$ cat config.mk
export PLATFORM = sky130hd
export DESIGN_NAME = req_ack_rr_arbiter_flat
export DESIGN_NICKNAME = d
export VERILOG_FILES = /design/src/rtl/req_ack_rr_arbiter_if.sv /design/src/rtl/req_ack_rr_arbiter.sv /design/src/flat_wrapper.sv
export SDC_FILE = /design/constraint.sdc
export NUM_CORES = 1
export LEC_CHECK = 0
export CAP_MARGIN = 0
export CORE_MARGIN = 5
export CORE_UTILIZATION = 36
export DETAILED_ROUTE_END_ITERATION = 7
export SLEW_MARGIN = 5
export SYNTH_ARGS = -nofsm -noshare
export SYNTH_HDL_FRONTEND = slang
export SYNTH_SLANG_ARGS = --single-unit
$ cat constraint.sdc
create_clock -name clk -period 5 [get_ports clk]
set_input_delay 1.5 -clock clk [delete_from_list [all_inputs] [get_ports clk]]
set_output_delay 1.5 -clock clk [all_outputs]
set_load 0.03 [all_outputs]
$ cat src/rtl/req_ack_rr_arbiter_if.sv
// Handshake bundle between the round-robin arbiter (master), its requesters
// and the shared req/ack/enable target (slave side driven by the environment).
interface req_ack_rr_arbiter_if #(
  parameter int N_REQ = 4
);
  logic [N_REQ-1:0] src_req;
  logic [N_REQ-1:0] src_grant;
  logic [N_REQ-1:0] src_done;
  logic [N_REQ-1:0] src_err;
  logic             req;
  logic             ack;
  logic             enable;
  logic             busy;
  logic             err_sticky;
  logic             clr_err;

  modport master (
    input  src_req, ack, clr_err,
    output src_grant, src_done, src_err, req, enable, busy, err_sticky
  );

  modport slave (
    output src_req, ack, clr_err,
    input  src_grant, src_done, src_err, req, enable, busy, err_sticky
  );
endinterface

$ cat src/rtl/req_ack_rr_arbiter.sv
// Round-robin arbiter sharing one req/ack/enable target among N_REQ requesters,
// with per-edge ack timeouts, spurious-ack detection and a sticky error flag.
module req_ack_rr_arbiter #(
  parameter int  N_REQ   = 4,
  parameter int  TIMEOUT = 16,
  localparam int CNT_W   = $clog2(TIMEOUT + 1)
) (
  input logic                  clk,
  input logic                  rst_n,
  req_ack_rr_arbiter_if.master bus
);
  localparam int IDX_W = $clog2(N_REQ);
  localparam int SUM_W = IDX_W + 1;

  typedef enum logic [1:0] {IDLE, REQ, REL} state_t;

  state_t           state, state_nxt;
  logic [CNT_W-1:0] cnt, cnt_nxt;
  logic [IDX_W-1:0] ptr, ptr_nxt;
  logic [IDX_W-1:0] winner, winner_nxt;
  logic [IDX_W-1:0] pick;
  logic [SUM_W-1:0] slot;
  logic             failed, failed_nxt;
  logic [N_REQ-1:0] grant, grant_nxt;
  logic [N_REQ-1:0] done, done_nxt;
  logic [N_REQ-1:0] err, err_nxt;
  logic             tgt_req, tgt_req_nxt;
  logic             tgt_en, tgt_en_nxt;
  logic             busy, busy_nxt;
  logic             sticky, sticky_nxt;
  logic             cnt_max;
  logic             err_set;

  assign cnt_max = (cnt == CNT_W'(TIMEOUT - 1));

  // Scan downward so the lowest offset from ptr is the last, winning hit.
  always_comb begin
    pick = '0;
    slot = '0;
    for (int i = N_REQ - 1; i >= 0; i--) begin
      slot = SUM_W'(ptr) + SUM_W'(i);
      if (slot >= SUM_W'(N_REQ)) slot = slot - SUM_W'(N_REQ);
      if (bus.src_req[slot[IDX_W-1:0]]) pick = slot[IDX_W-1:0];
    end
  end

  // State register plus every registered output; nothing reaches a port combinationally.
  // NOTE: sequential state uses non-blocking assignments so all registers update
  // from the same pre-edge values regardless of statement order.
  always_ff @(posedge clk) begin
    if (!rst_n) begin
      state   <= IDLE;
      cnt     <= '0;
      ptr     <= '0;
      winner  <= '0;
      failed  <= 1'b0;
      grant   <= '0;
      done    <= '0;
      err     <= '0;
      tgt_req <= 1'b0;
      tgt_en  <= 1'b0;
      busy    <= 1'b0;
      sticky  <= 1'b0;
    end else begin
      state   <= state_nxt;
      cnt     <= cnt_nxt;
      ptr     <= ptr_nxt;
      winner  <= winner_nxt;
      failed  <= failed_nxt;
      grant   <= grant_nxt;
      done    <= done_nxt;
      err     <= err_nxt;
      tgt_req <= tgt_req_nxt;
      tgt_en  <= tgt_en_nxt;
      busy    <= busy_nxt;
      sticky  <= sticky_nxt;
    end
  end

  always_comb begin
    state_nxt = state;
    unique case (state)
      IDLE:    if (|bus.src_req)          state_nxt = REQ;
      REQ:     if (bus.ack || cnt_max)    state_nxt = REL;
      REL:     if (!bus.ack || cnt_max)   state_nxt = IDLE;
      default:                            state_nxt = IDLE;
    endcase
  end

  // NOTE: every signal gets a default before the case so no path leaves one
  // unassigned, which would otherwise infer a latch.
  always_comb begin
    cnt_nxt     = cnt + 1'b1;
    ptr_nxt     = ptr;
    winner_nxt  = winner;
    failed_nxt  = failed;
    grant_nxt   = grant;
    done_nxt    = '0;
    err_nxt     = '0;
    tgt_req_nxt = tgt_req;
    tgt_en_nxt  = tgt_en;
    busy_nxt    = busy;
    err_set     = 1'b0;

    unique case (state)
      IDLE: begin
        cnt_nxt = '0;
        err_set = bus.ack;  // no owner, so only the sticky flag records it
        if (|bus.src_req) begin
          winner_nxt  = pick;
          grant_nxt   = N_REQ'(1) << pick;
          failed_nxt  = 1'b0;
          tgt_req_nxt = 1'b1;
          tgt_en_nxt  = 1'b1;
          busy_nxt    = 1'b1;
        end
      end
      REQ: begin
        if (bus.ack) begin
          cnt_nxt     = '0;
          tgt_req_nxt = 1'b0;
        end else if (cnt_max) begin
          cnt_nxt     = '0;
          tgt_req_nxt = 1'b0;
          failed_nxt  = 1'b1;
          err_nxt     = grant;
          err_set     = 1'b1;
        end
      end
      REL: begin
        if (!bus.ack || cnt_max) begin
          cnt_nxt    = '0;
          grant_nxt  = '0;
          tgt_en_nxt = 1'b0;
          busy_nxt   = 1'b0;
          ptr_nxt    = (winner == IDX_W'(N_REQ - 1)) ? '0 : winner + 1'b1;
          if (!bus.ack) begin
            done_nxt = failed ? '0 : grant;
          end else begin
            // A request timeout already pulsed src_err for this owner.
            err_nxt = failed ? '0 : grant;
            err_set = 1'b1;
          end
        end
      end
      default: begin
        cnt_nxt = '0;
      end
    endcase

    if (err_set)          sticky_nxt = 1'b1;
    else if (bus.clr_err) sticky_nxt = 1'b0;
    else                  sticky_nxt = sticky;
  end

  assign bus.src_grant  = grant;
  assign bus.src_done   = done;
  assign bus.src_err    = err;
  assign bus.req        = tgt_req;
  assign bus.enable     = tgt_en;
  assign bus.busy       = busy;
  assign bus.err_sticky = sticky;

endmodule

$ cat src/flat_wrapper.sv
// flat-port wrapper written by rule: the top's interface ports become plain ports
module req_ack_rr_arbiter_flat 
#(
  parameter int  N_REQ   = 4,
  parameter int  TIMEOUT = 16,
  localparam int CNT_W   = $clog2(TIMEOUT + 1)
)
  (clk, rst_n, bus_src_req, bus_ack, bus_clr_err, bus_src_grant, bus_src_done, bus_src_err, bus_req, bus_enable, bus_busy, bus_err_sticky);
  req_ack_rr_arbiter_if #(.N_REQ(N_REQ)) bus_i ();
  input logic clk;
  input logic rst_n;
  input wire logic [$bits(bus_i.src_req)-1:0] bus_src_req;
  input wire logic [$bits(bus_i.ack)-1:0] bus_ack;
  input wire logic [$bits(bus_i.clr_err)-1:0] bus_clr_err;
  output wire logic [$bits(bus_i.src_grant)-1:0] bus_src_grant;
  output wire logic [$bits(bus_i.src_done)-1:0] bus_src_done;
  output wire logic [$bits(bus_i.src_err)-1:0] bus_src_err;
  output wire logic [$bits(bus_i.req)-1:0] bus_req;
  output wire logic [$bits(bus_i.enable)-1:0] bus_enable;
  output wire logic [$bits(bus_i.busy)-1:0] bus_busy;
  output wire logic [$bits(bus_i.err_sticky)-1:0] bus_err_sticky;
  assign bus_i.src_req = bus_src_req;
  assign bus_i.ack = bus_ack;
  assign bus_i.clr_err = bus_clr_err;
  assign bus_src_grant = bus_i.src_grant;
  assign bus_src_done = bus_i.src_done;
  assign bus_src_err = bus_i.src_err;
  assign bus_req = bus_i.req;
  assign bus_enable = bus_i.enable;
  assign bus_busy = bus_i.busy;
  assign bus_err_sticky = bus_i.err_sticky;
  req_ack_rr_arbiter #(.N_REQ(N_REQ), .TIMEOUT(TIMEOUT)) u_core (.clk(clk), .rst_n(rst_n), .bus(bus_i));
endmodule
-- Word level (Yosys, flattened, before mapping)
Index checks and enable logic that the tools add are counted.
- register bits: 27
- input bits: 8
- output and inout bits: 16
- word-level logic and storage cells: 108
- add/sub/neg operators: 9
- order comparisons: 8
- equality and inequality tests: 10
- shift-type cells: 1
- multiplexer cells: 51
- bitwise logic cells: 3
- reductions and logical operators: 15
- operator list (kind ; number):
    $mux W4 ; 7
    $mux W2 ; 12
    $mux W1 ; 17
    $pmux W4 S2 ; 2
    $mux W5 ; 3
    $lt A2 B3 Y1 const B ; 4
    $pmux W5 S2 ; 1
    $ge A3 B3 Y1 const B ; 3
    $reduce_and A3 Y1 ; 3
    $bmux W1 S2 ; 4
    $ne A2 B1 Y1 const B ; 4
    $reduce_or A4 Y1 ; 2
    $sub A2 B1 Y2 const B ; 4
    $add A2 B2 Y3 const B ; 2
    $pmux W1 S2 ; 3
    $pmux W2 S3 ; 1
    $reduce_bool A2 Y1 ; 3
    $add A5 B1 Y5 const B ; 1
    $eq A5 B4 Y1 const B ; 1
    $eq A2 B2 Y1 const B ; 2
    $reduce_and A2 Y1 ; 2
    $reduce_and A4 Y1 ; 1
    $shl A1 B2 Y4 const A ; 1
    $add A2 B1 Y3 const B ; 1
    10 further kinds ; 13

-- Longest topological paths before layout
Gate-level depths: netlist of the first run.
- depth after elaboration: 12
- mapped depth: 7
- depth with buffers taken out: 7

-- Least setup slack after synthesis of the first run
Ideal clock, no wire load.
- path kind: input to register
- from: input bus_src_req[2]
- to: register u_core.grant[0] (netlist: u_core.bus.src_grant[0])
- setup time: 0.117 ns
- arrival time: 2.379 ns
- required time: 4.883 ns
- setup slack: 2.504 ns
- stages on the path: 4
- cells stage by stage: nor2b_1 -> or3_1 -> a21o_1 -> a32o_1
- longest elaborated chain between the ends: 9
- elaborated cells between the ends (all ways): 18
- classes of those cells: eq/ne (1); shift (1); mux (14); reduce/logical (2)
- ends and longest elaborated chain (what ; line ; source):
    start: declaration ; flat_wrapper.sv:12 ; input wire logic [$bits(bus_i.src_req)-1:0] bus_src_req;
    $bmux W1 S2 ; req_ack_rr_arbiter.sv:43 ; if (bus.src_req[slot[IDX_W-1:0]]) pick = slot[IDX_W-1:0];
    $mux W1 (not written as such) ; req_ack_rr_arbiter.sv:43 ;
    $mux W2 (4 in series) ; req_ack_rr_arbiter.sv:43 ;
    $shl A1 B2 Y4 ; req_ack_rr_arbiter.sv:111 ; grant_nxt = N_REQ'(1) << pick;
    $mux W4 ; req_ack_rr_arbiter.sv:109 ; if (|bus.src_req) begin
    $pmux W4 S2 ; req_ack_rr_arbiter.sv:105 ; unique case (state)
    end signal: assignment ; req_ack_rr_arbiter.sv:70 ; grant <= grant_nxt;
    end: declaration ; req_ack_rr_arbiter.sv:24 ; logic [N_REQ-1:0] grant, grant_nxt;
Parallel ways exist; a longest one is shown, timed or not. The select of a mux whose other input is x is not followed.
A chain may end at the register's enable or synchronous reset.

-- Final worst setup path of the first run
- from: register u_core.grant[0] (netlist: u_core.bus.src_grant[0])
- to: output bus_src_grant[0]
- RTL lines (what ; line ; source):
    end: declaration ; flat_wrapper.sv:15 ; output wire logic [$bits(bus_i.src_grant)-1:0] bus_src_grant;
No word-level cell between the ends.

==> impl_metrics.csv, run 1 <==
group,metric,value,unit
drt,drc_errors,0,
floorplan,die_w,69.7,um
sta,timing.final.ws_setup,2.08,ns
clock_network,cts_buffers,3,
drt,avgRoutedWirePerCell,12.2,um
clock_network,htree_levels,1,
global_routing,grt_max_degree,17,
clock_network,clock_path_buffers,2,
clock_network,clk_latency,0.32,ns
floorplan,io_pins,24,
cells_and_area,final_common_cell,"dfxtp_1",
drt,vias,1006,
logic_synthesis,synth_seq_cells,27,
drt,drtAntennaViolNets,0,
power_and_ir_drop,p_leak,0.592,nW
critical_path,timing.rr.end,"u_core.ptr[0]",
logic_synthesis,ys.flop_type,"dfxtp_1",
logic_synthesis,synth_area,0.00128,mm^2
sta,setup_viol,0,
logic_synthesis,async_flop_share,0,
global_routing,grtUsageTotal,0.109,
cells_and_area,final_cell_count_no_fill,205,
clock_network,ctsResizeCount,0,
clock_network,cts_tree,"built",
logic_synthesis,synth_seq_area_share,0.421,
cells_and_area,final_nets,178,
sta,maxSlewHeadroom,0.597,
clock_network,clkTransAtPathRegs,0.15,ns
sta,max_freq,0.343,GHz
logic_synthesis,synth_largest_area_cell,"dfxtp_1",
power_and_ir_drop,peakVddDrop,0.154,mV
critical_path,critical_path_class,"register to output pin",
drt,drt_first_iter_violations,15,
hold_path,hold_class,"register to register",
critical_path,crit_path_cell_trace,"clkdlybuf4s50_1",
logic_synthesis,netlist.area_leader.share,0.421,
floorplan,fp.dieH,69.7,um
critical_path,critPathMaxStageDelay,0.69,ns
placed_design,placed_cell_area,0.00155,mm^2
critical_path,crit-reg2reg-launch,"u_core.cnt[0]",
outcome,status,"finished clean",
cells_and_area,areaGrowthSynthToFinish,23.2,%
placed_design,gp_congestion,0.757,
placed_design,port_buffers,23,
placed_design,dp_slack,1.81,ns
logic_synthesis,synth_area_leaders,"dfxtp_1 42%, ha_1 9.7%, and2_1 5.8%, inv_1 3.5%, a32o_1 3.1%",
logic_synthesis,synth_cell_types,37,
logic_synthesis,avgSynthCellArea,9.45,um^2
logic_synthesis,synth_edf_count,0,
sta,fin_skew,0.00315,ns
cells_and_area,final_cell_area,0.00158,mm^2
hold_path,hold_depth,1,
floorplan,dieArea,0.00486,mm^2
logic_synthesis,synthCells,136,
critical_path,start_kind,"register",
logic_synthesis,yosys_warnings,0,
cells_and_area,layout_common_cells,"27 x dfxtp_1, 23 x clkdlybuf4s50_1, 12 x inv_1, 12 x and2_1, 10 x ha_1",
sta,worstMarginPinSlew,0.599,ns
sta,period_needed,2.92,ns
critical_path,critPathBufInv,1,
logic_synthesis,synth_nets,154,
global_routing,grt_overflow_total,0,
cells_and_area,antenna_cells,0,
hold_path,min_to,"u_core.cnt[0]",
sta,finalMaxSlewViolations,0,
global_routing,grt_antenna_before_repair,0,
drt,firstDrtPassIters,4,
placed_design,dp_hpwl,1960,um
clock_network,cts_root_buf,"clkbuf_4",
critical_path,cp_slowest_cell,"clkdlybuf4s50_1",
sta,tns,0,ns
power_and_ir_drop,power.density,334,mW/mm^2
cells_and_area,fin_util,0.467,
cells_and_area,drive_above_1_share,0.0503,
critical_path,path_delay_family,"buffers and inverters",
critical_path,critPathCaptureType,"output pin",
sta,fin_crit_sh,0.584,
critical_path,cp_max_fo,4,
floorplan,start_util,0.379,
flow_run,drv_cap,0,
hold_path,worstHoldStart,"u_core.cnt[0]",
clock_network,postCtsSetupBuffers,0,
drt,routed_wirelength,2510,um
critical_path,critPathRequiredTime,3.50,ns
floorplan,core-area,0.00339,mm^2
drt,viasPerCell,4.91,
sta,rsz0062_at_grt,"false",
sta,hold_violations,0,
floorplan,num_rows,21,
clock_network,clock_sinks,27,
critical_path,r2r_setup_slack,3.09,ns
critical_path,arrival,1.42,ns
clock_network,cts_hold_repair.buffers,0,
global_routing,grt_pass1_wl,4410,um
placed_design,dp_cells,201,
critical_path,ff2ff_path_depth,7,
global_routing,grt_pass1_vias,973,
==> flip-flops by register name, indices dropped and copies added (netlist names) <==
register and count:
u_core.cnt 5, u_core.bus.src_done 4, u_core.bus.src_err 4, u_core.bus.src_grant 4, u_core.ptr 2, u_core.state 2, u_core.winner 2, u_core.bus.enable 1
u_core.bus.err_sticky 1, u_core.bus.req 1, u_core.failed 1
==> how the worst max path moves through the flow <==
stage | from | end | slack [ns] | cells after the start
finish | u_core.bus.src_grant[0] | bus_src_grant[0] | 2.08 | 1
CTS | u_core.bus.src_grant[2] | bus_src_grant[2] | 2.06 | 1
global route | rst_n | u_core.bus.src_grant[0] | 1.98 | 3
detailed placement | rst_n | u_core.bus.src_grant[3] | 1.81 | 3
floorplan | bus_src_req[2] | u_core.bus.src_grant[0] | 2.50 | 4
global placement | rst_n | u_core.bus.src_done[0] | 1.87 | 3
==> through the flow <==
stage          hold slack [ns]  power [W]
3_3_place_gp             0.427   0.000435
6_report                 0.464   0.000529
2_1_floorplan            0.418   0.000379
3_5_place_dp             0.440   0.000437
5_1_grt                  0.506   0.000564
4_1_cts                  0.468   0.000535
==> report_power, final <==
part           internal [W]  switching (W)
combinational     0.0000794       0.000101
sequential         0.000235      0.0000168
clock             0.0000306      0.0000659
total              0.000345       0.000184
==> routing by layer <==
layer,up-vias,part of all wire,track usage
met5,-,0,0
met4,0,0.0068,0.0319
met3,2,0.043,0.0246
met2,20,0.46,0.183
met1,470,0.49,0.139
li1,514,-,-
==> layout make-up <==
| cell class | count | area [um^2] |
|---|---|---|
| clock inverter | 1 | 7.51 |
| fill | 331 | 1810 |
| timing repair buffer | 23 | 230 |
| multi-input combinational | 93 | 679 |
| inverter | 12 | 45.0 |
| tap | 46 | 57.6 |
| sequential | 27 | 541 |
| clock buffer | 3 | 22.5 |
==> Yosys cell counts (all sizes together), types with 4 or more instances <==
cell type and count:
nor2b 4, ha 10, and2 12, nor2 9
nand2 7, dfxtp 27, inv 12, o21ai 4
a21boi 4, mux2i 4, a32o 4, a21oi 4
==> logic make-up after synthesis <==
| kind of cell | synth area share |
|---|---|
| muxes | 0.0312 |
| buffers and inverters | 0.0506 |
| adders and majority gates | 0.0974 |
| and+or+nand+nor | 0.205 |
| xor gates and xnor gates | 0.0136 |
| DFF | 0.421 |
| AOI/OAI and AO/OA | 0.181 |
Note: power is estimated with default switching activity, not from simulation.
==> run 2, diff against run 1 <==
- clock period: 5 -> 2.4 ns (I/O delays scaled with it)
==> impl_metrics.csv, run 2 (synthesized netlist as in run 1, its figures left out) <==
group,metric,value,unit
global_routing,grt_max_degree,17,
cells_and_area,drive_above_1_share,0.0793,
drt,drc_errors,0,
placed_design,dp_hpwl,2090,um
clock_network,clk_latency,0.32,ns
critical_path,cp_slowest_cell,"clkdlybuf4s50_1",
floorplan,io_pins,24,
drt,routed_wirelength,2610,um
placed_design,gp_congestion,0.826,
clock_network,clock_sinks,27,
global_routing,grtUsageMet3,0.0319,
cells_and_area,multi_input_area,679,um^2
cells_and_area,layout_common_cells,"27 x dfxtp_1, 23 x clkdlybuf4s50_1, 12 x inv_1, 12 x and2_1, 10 x ha_1",
clock_network,clock_path_buffers,2,
critical_path,critPathBufInv,1,
sta,period_needed,2.14,ns
outcome,status,"finished clean",
critical_path,critPathCaptureType,"output pin",
drt,firstDrtPassIters,4,
clock_network,cts_root_buf,"clkbuf_4",
cells_and_area,final_common_cell,"dfxtp_1",
sta,finalMaxSlewViolations,0,
cells_and_area,final_nets,183,
power_and_ir_drop,power.density,689,mW/mm^2
sta,worstMarginPinSlew,0.596,ns
cells_and_area,regMostFlops,"u_core.cnt",
cells_and_area,antenna_cells,0,
clock_network,ctsResizeCount,0,
floorplan,core-area,0.00339,mm^2
global_routing,grtUsageTotal,0.113,
drt,viasPerCell,4.90,
drt,drt_first_iter_violations,34,
floorplan,num_rows,21,
hold_path,hold_depth,1,
critical_path,critical_path_depth,1,
sta,max_freq,0.467,GHz
drt,drtAntennaViolNets,0,
clock_network,clkTransAtPathRegs,0.15,ns
sta,maxSlewHeadroom,0.597,
placed_design,dp_slack,0.0112,ns
cells_and_area,num-fill-cells,326,
power_and_ir_drop,peakVddDrop,0.343,mV
critical_path,crit_path_cell_trace,"clkdlybuf4s50_1",
sta,setup_viol,0,
drt,avgRoutedWirePerCell,12.4,um
critical_path,cp_max_fo,4,
power_and_ir_drop,finalPower,0.00112,W
sta,rsz0062_at_grt,"false",
critical_path,start_kind,"register",
floorplan,die_w,69.7,um
sta,hold_violations,0,
clock_network,htree_levels,1,
clock_network,cts_hold_repair.buffers,0,
floorplan,start_util,0.379,
global_routing,grt_antenna_before_repair,0,
critical_path,arrival,1.42,ns
floorplan,dieArea,0.00486,mm^2
placed_design,port_buffers,23,
critical_path,critPathMaxStageDelay,0.70,ns
sta,tns,0,ns
clock_network,postCtsSetupBuffers,0,
critical_path,ff2ff_path_depth,7,
global_routing,grt_pass1_vias,1024,
sta,fin_skew,0.00182,ns
cells_and_area,largest_reg_flops,5,
critical_path,path_delay_family,"buffers and inverters",
critical_path,critical_path_class,"register to output pin",
floorplan,fp.dieH,69.7,um
global_routing,use_met2,0.195,
drt,vias,1028,
power_and_ir_drop,p_leak,0.618,nW
clock_network,cts_tree,"built",
cells_and_area,regArea,541,um^2
flow_run,drv_cap,0,
hold_path,hold_class,"register to register",
cells_and_area,areaGrowthSynthToFinish,26.1,%
sta,timing.final.ws_setup,0.258,ns
clock_network,cts_buffers,3,
global_routing,grt_overflow_total,0,
global_routing,grt_pass1_wl,4540,um
critical_path,critPathRequiredTime,1.68,ns
global_routing,busiest_layer,"met2",
global_routing,grtUsageMet1,0.135,
sta,fin_crit_sh,0.893,
run 2: changes by cell type in the layout (fill, tap and decap cells not counted):
cell   previous run  this run
buf_4             0         5
run 2: worst paths after layout:
| path | endpoint | slack (ns) | startpoint |
|---|---|---|---|
| worst max-delay path | bus_src_grant[1] | 0.26 | u_core.bus.src_grant[1] |
| worst min register to register | u_core.cnt[0] | 0.47 | u_core.cnt[0] |
| worst min-delay path | u_core.cnt[0] | 0.47 | u_core.cnt[0] |
| worst max register to register | u_core.ptr[0] | 0.48 | u_core.cnt[0] |
run 2: per-stage QoR:
| step | hold slack (ns) | utilization | cells | cell area (um^2) |
|---|---|---|---|---|
| after floorplan | 0.418 | - | 136 | 1280 |
| after global placement | 0.427 | 0.469 | 206 | 1590 |
| after detailed placement | 0.447 | 0.469 | 206 | 1590 |
| after CTS | 0.473 | 0.478 | 210 | 1620 |
| after global routing | 0.499 | 0.478 | 210 | 1620 |
| final | 0.466 | 0.478 | 210 | 1620 |
run 2: worst register-to-register path, cell delays in order, from the launching register on:
cell and delay, ns:
dfxtp_1 0.39, ha_1 0.19, and3_1 0.22, ha_1 0.28, nand2b_1 0.19, nand2_1 0.11
or3_1 0.32, a21boi_0 0.16
run 2: final cells by class:
type	count	area share
multi-input cells	93	0.419
flip-flops and latches	27	0.334
repair buffers	28	0.165
well taps	46	0.0355
inverters	12	0.0278
clock buffers	3	0.0139
clock inverters	1	0.00463
run 2: metal layers:
metal	routed length (um)	vias to the layer above	share of wire
li1	-	524	-
met1	1180	471	0.45
met2	1250	31	0.48
met3	159	2	0.061
met4	19	0	0.0073
met5	0	-	0
run 2: where the power goes:
part / total (W) / internal, W / switching, W
combinational: 0.000394 / 0.000177 / 0.000217
sequential: 0.000522 / 0.000490 / 0.0000322
clock: 0.000200 / 0.0000637 / 0.000137
total: 0.00112 / 0.000730 / 0.000385
==> run 3, diff against run 2 <==
- clock period: 2.4 -> 2.75 ns (I/O delays scaled with it)
==> impl_metrics.csv, run 3 (synthesized netlist as in run 1, its figures left out) <==
group,metric,value,unit
cells_and_area,areaGrowthSynthToFinish,24.9,%
sta,fin_crit_sh,0.819,
clock_network,cts_root_buf,"clkbuf_4",
power_and_ir_drop,p_leak,0.607,nW
sta,tns,0,ns
drt,drt_first_iter_violations,17,
drt,viasPerCell,4.89,
drt,avgRoutedWirePerCell,12.8,um
floorplan,start_util,0.379,
placed_design,dp_slack,0.253,ns
critical_path,cp_max_fo,4,
global_routing,grt_overflow_total,0,
flow_run,drv_cap,0,
clock_network,cts_buffers,3,
critical_path,start_kind,"register",
cells_and_area,drive_above_1_share,0.0679,
sta,setup_viol,0,
power_and_ir_drop,switching_share,0.350,
critical_path,critPathBufInv,1,
power_and_ir_drop,p_int,0.000641,W
floorplan,io_pins,24,
clock_network,htree_levels,1,
power_and_ir_drop,power_switching,0.000345,W
cells_and_area,final_common_cell,"dfxtp_1",
critical_path,critical_path_class,"register to output pin",
critical_path,cp_slowest_cell,"clkdlybuf4s50_1",
floorplan,die_w,69.7,um
clock_network,clkTransAtPathRegs,0.15,ns
clock_network,clock_path_buffers,2,
critical_path,path_delay_family,"buffers and inverters",
sta,fin_skew,0.00522,ns
critical_path,critPathMaxStageDelay,0.69,ns
floorplan,num_rows,21,
clock_network,clock_sinks,27,
cells_and_area,num-fill-cells,338,
drt,drc_errors,0,
sta,period_needed,2.25,ns
placed_design,dp_hpwl,2110,um
power_and_ir_drop,clockPowerShare,0.182,
clock_network,cts_tree,"built",
critical_path,r2r_setup_slack,0.84,ns
sta,hold_violations,0,
floorplan,dieArea,0.00486,mm^2
power_and_ir_drop,peakVddDrop,0.288,mV
global_routing,grt_antenna_before_repair,0,
sta,rsz0062_at_grt,"false",
critical_path,arrival,1.43,ns
sta,worstMarginPinSlew,0.578,ns
global_routing,grt_pass1_vias,1037,
cells_and_area,final_nets,181,
floorplan,core-area,0.00339,mm^2
placed_design,gp_congestion,0.758,
critical_path,critPathRequiredTime,1.93,ns
cells_and_area,antenna_cells,0,
sta,maxSlewHeadroom,0.610,
power_and_ir_drop,p_seq_frac,0.465,
hold_path,hold_class,"register to register",
global_routing,grtUsageTotal,0.117,
drt,vias,1017,
sta,timing.final.ws_setup,0.498,ns
outcome,status,"finished clean",
power_and_ir_drop,combPwrFrac,0.353,
critical_path,crit_path_cell_trace,"clkdlybuf4s50_1",
global_routing,grt_max_degree,17,
global_routing,grt_pass1_wl,4730,um
drt,drtAntennaViolNets,0,
cells_and_area,layout_common_cells,"27 x dfxtp_1, 23 x clkdlybuf4s50_1, 12 x inv_1, 12 x and2_1, 10 x ha_1",
critical_path,critPathCaptureType,"output pin",
clock_network,postCtsSetupBuffers,0,
power_and_ir_drop,power.density,614,mW/mm^2
sta,max_freq,0.444,GHz
clock_network,ctsResizeCount,0,
drt,routed_wirelength,2670,um
drt,firstDrtPassIters,4,
sta,finalMaxSlewViolations,0,
placed_design,port_buffers,23,
clock_network,clk_latency,0.33,ns
cells_and_area,largest_reg_flops,5,
cells_and_area,regMostFlops,"u_core.cnt",
clock_network,cts_hold_repair.buffers,0,
floorplan,fp.dieH,69.7,um
run 3: through the flow:
step           area, um^2  power [W]  hold slack, ns  instances   util
2_1_floorplan        1280   0.000690           0.418        136      -
3_3_place_gp         1580   0.000808           0.426        204  0.465
3_5_place_dp         1580   0.000816           0.445        204  0.465
4_1_cts              1610   0.000998           0.473        208  0.474
5_1_grt              1610    0.00105           0.499        208  0.474
6_report             1610   0.000986           0.467        208  0.474
run 3: power groups by stage:
stage	combinational, W	clock, W	sequential (W)
3_3_place_gp	0.000341	0	0.000467
4_1_cts	0.000349	0.000189	0.000459
3_5_place_dp	0.000348	0	0.000468
5_1_grt	0.000386	0.000200	0.000466
2_1_floorplan	0.000191	0	0.000499
6_report	0.000348	0.000179	0.000459
run 3: final timing paths:
check | startpoint | endpoint | depth (start not counted)
setup / recovery | u_core.bus.src_grant[0] | bus_src_grant[0] | 1
hold / removal | u_core.cnt[0] | u_core.cnt[0] | 1
setup reg to reg | u_core.cnt[0] | u_core.ptr[0] | 7
hold reg to reg | u_core.cnt[0] | u_core.cnt[0] | 1
run 3: layout make-up:
type	count	area, um^2	area share
multi-input cells	93	679	0.423
flip-flops and latches	27	541	0.337
repair buffers	26	253	0.157
well taps	46	57.6	0.0359
inverters	12	45.0	0.0281
clock buffers	3	22.5	0.0140
clock inverters	1	7.51	0.00468
run 3: per-layer routing:
metal	up-vias	global-route usage	routed length, um
met5	-	0	0
met4	0	0.0383	35
met3	4	0.0304	133
met2	22	0.195	1230
met1	470	0.145	1270
li1	521	-	-
==> edit, RTL diff (flow settings as in run 1) <==
`N_REQ` is set to 4 in 3 places; all go to 2.
--- a/src/rtl/req_ack_rr_arbiter_if.sv
+++ b/src/rtl/req_ack_rr_arbiter_if.sv
@@ -1,7 +1,7 @@
 // Handshake bundle between the round-robin arbiter (master), its requesters
 // and the shared req/ack/enable target (slave side driven by the environment).
 interface req_ack_rr_arbiter_if #(
-  parameter int N_REQ = 4
+  parameter int N_REQ = 2
 );
   logic [N_REQ-1:0] src_req;
   logic [N_REQ-1:0] src_grant;
--- a/src/rtl/req_ack_rr_arbiter.sv
+++ b/src/rtl/req_ack_rr_arbiter.sv
@@ -1,7 +1,7 @@
 // Round-robin arbiter sharing one req/ack/enable target among N_REQ requesters,
 // with per-edge ack timeouts, spurious-ack detection and a sticky error flag.
 module req_ack_rr_arbiter #(
-  parameter int  N_REQ   = 4,
+  parameter int  N_REQ   = 2,
   parameter int  TIMEOUT = 16,
   localparam int CNT_W   = $clog2(TIMEOUT + 1)
 ) (
--- a/src/flat_wrapper.sv
+++ b/src/flat_wrapper.sv
@@ -1,7 +1,7 @@
 // flat-port wrapper written by rule: the top's interface ports become plain ports
 module req_ack_rr_arbiter_flat 
 #(
-  parameter int  N_REQ   = 4,
+  parameter int  N_REQ   = 2,
   parameter int  TIMEOUT = 16,
   localparam int CNT_W   = $clog2(TIMEOUT + 1)
 )
Ports: changed (resized bus_src_done, bus_src_err, bus_src_grant and bus_src_req); port bits go from 24 to 16. The function was not compared with the original's and may differ.
==> edit against run 1 <==
Routed wire length fell by 26%. Via count is 27% lower. Design area decreased by 29%. Setup slack improved by 0.038 ns. Fmax rose by 1.3%. Clock power fell by 19%. Total power is 7.8% lower. Synthesized area decreased by 27%. Sequential cell count shrank 8. Largest power group is now combinational logic. Highest routed layer unchanged.
==> edit: results <==
synth:
  synth.distinct_cells: 36
  ys_seq_area_share_pct: 40.6
  synthMuxAreaShare_pct: 3.34
  synthAdderAreaFrac_pct: 12.0
  synth_fp_nets: 112
  synth_xor_area_share_pct: 1.87
  postSynthAreaPerCell_um2: 9.65
  synth_compound_area_share_pct: 14.8
  synthTopCellsByArea: "dfxtp_1, ha_1, nand2_1, o31ai_1, inv_1"
timing:
  slew_headroom_pct: 74.5
  hold_viol: 0
  finalCritPeriodShare_pct: 57.6
  clock_skew_ns: 0.00382
worst_setup_path:
  rrSetupSlack_ns: 3.33
  reg2reg_to: "u_core.state[1]"
  cp.arrival_ns: 1.38
  slowest_delay_ns: 0.69
  r2r_cells: 5
  startpoint: "u_core.bus.src_grant[1]"
routing:
  vias: 733
  avgRoutedWirePerCell_um: 13.1
  drt_iter0_drc: 10
  routed_wl_um: 1860
layout:
  final_nets: 128
  fillCellCount: 252
  final_layout_size_suffix_gt1_share_pct: 6.25
power:
  p_leak_nw: 0.429
placed_design:
  place.gp.congestion: 0.722
  dp_worst_setup_slack_ns: 1.88
  place.port_buffers: 15
  dp_hpwl_um: 1430
  placed_cells: 138
  placed_cell_area_mm2: 0.00110
clock_tree:
  clock_latency_ns: 0.29
  clkTransAtPathRegs_ns: 0.11
run_status:
  outcome: "completed"
global_route:
  grt_pass1_wl_um: 3130
  grt_pass1_vias: 708
  track_usage_pct: 11.5
  grt_max_degree: 13
edit: cell count changes after synthesis, sizes merged, moves of 4 or more:
cell and delta:
and2 -10, dfxtp -8, inv -5, a21boi -4, a32o -4, nor2b -4
edit: per-stage QoR:
stage                     util [%]  hold slack, ns
final                         45.5           0.463
after global routing          45.5           0.480
after CTS                     45.5           0.468
after detailed placement      44.4           0.452
after global placement        44.4           0.442
after floorplan                  -           0.426
edit: logic make-up after synthesis:
group | Yosys count
compound gates | 19
mux | 3
flops | 19
simple gates | 34
xor+xnor | 2
fa+ha+maj | 9
buf+inv | 11
edit: report_power, final:
part           switching, mW  internal (mW)
Clock                 0.0470         0.0310
Combinational          0.123         0.0909
Sequential            0.0198          0.176
Total                  0.190          0.298
edit: per-layer routing:
| layer | vias up | track usage [%] | routed length [um] |
|---|---|---|---|
| li1 | 376 | - | - |
| met1 | 339 | 14.9 | 894 |
| met2 | 14 | 18.5 | 843 |
| met3 | 4 | 2.55 | 93 |
| met4 | 0 | 4.64 | 33 |
| met5 | - | 0 | 0 |
edit: area by class of cell:
class / count / area, um2 / share of cell area [%]
repair buffers: 15 / 150 / 13.3
multi-input cells: 67 / 507 / 45.0
well taps: 30 / 37.5 / 3.33
flip-flops and latches: 19 / 380 / 33.7
inverters: 7 / 26.3 / 2.33
clock buffers: 4 / 26.3 / 2.33
edit: how the worst min path moves through the flow:
stage	depth (start not counted)	start	endpoint	slack (ns)
after floorplan	1	u_core.winner	u_core.ptr	0.43
after global placement	1	u_core.winner	u_core.ptr	0.44
after detailed placement	1	u_core.cnt[0]	u_core.cnt[0]	0.45
after CTS	1	u_core.cnt[0]	u_core.cnt[0]	0.47
after global routing	1	u_core.winner	u_core.ptr	0.48
final	1	u_core.cnt[0]	u_core.cnt[0]	0.46
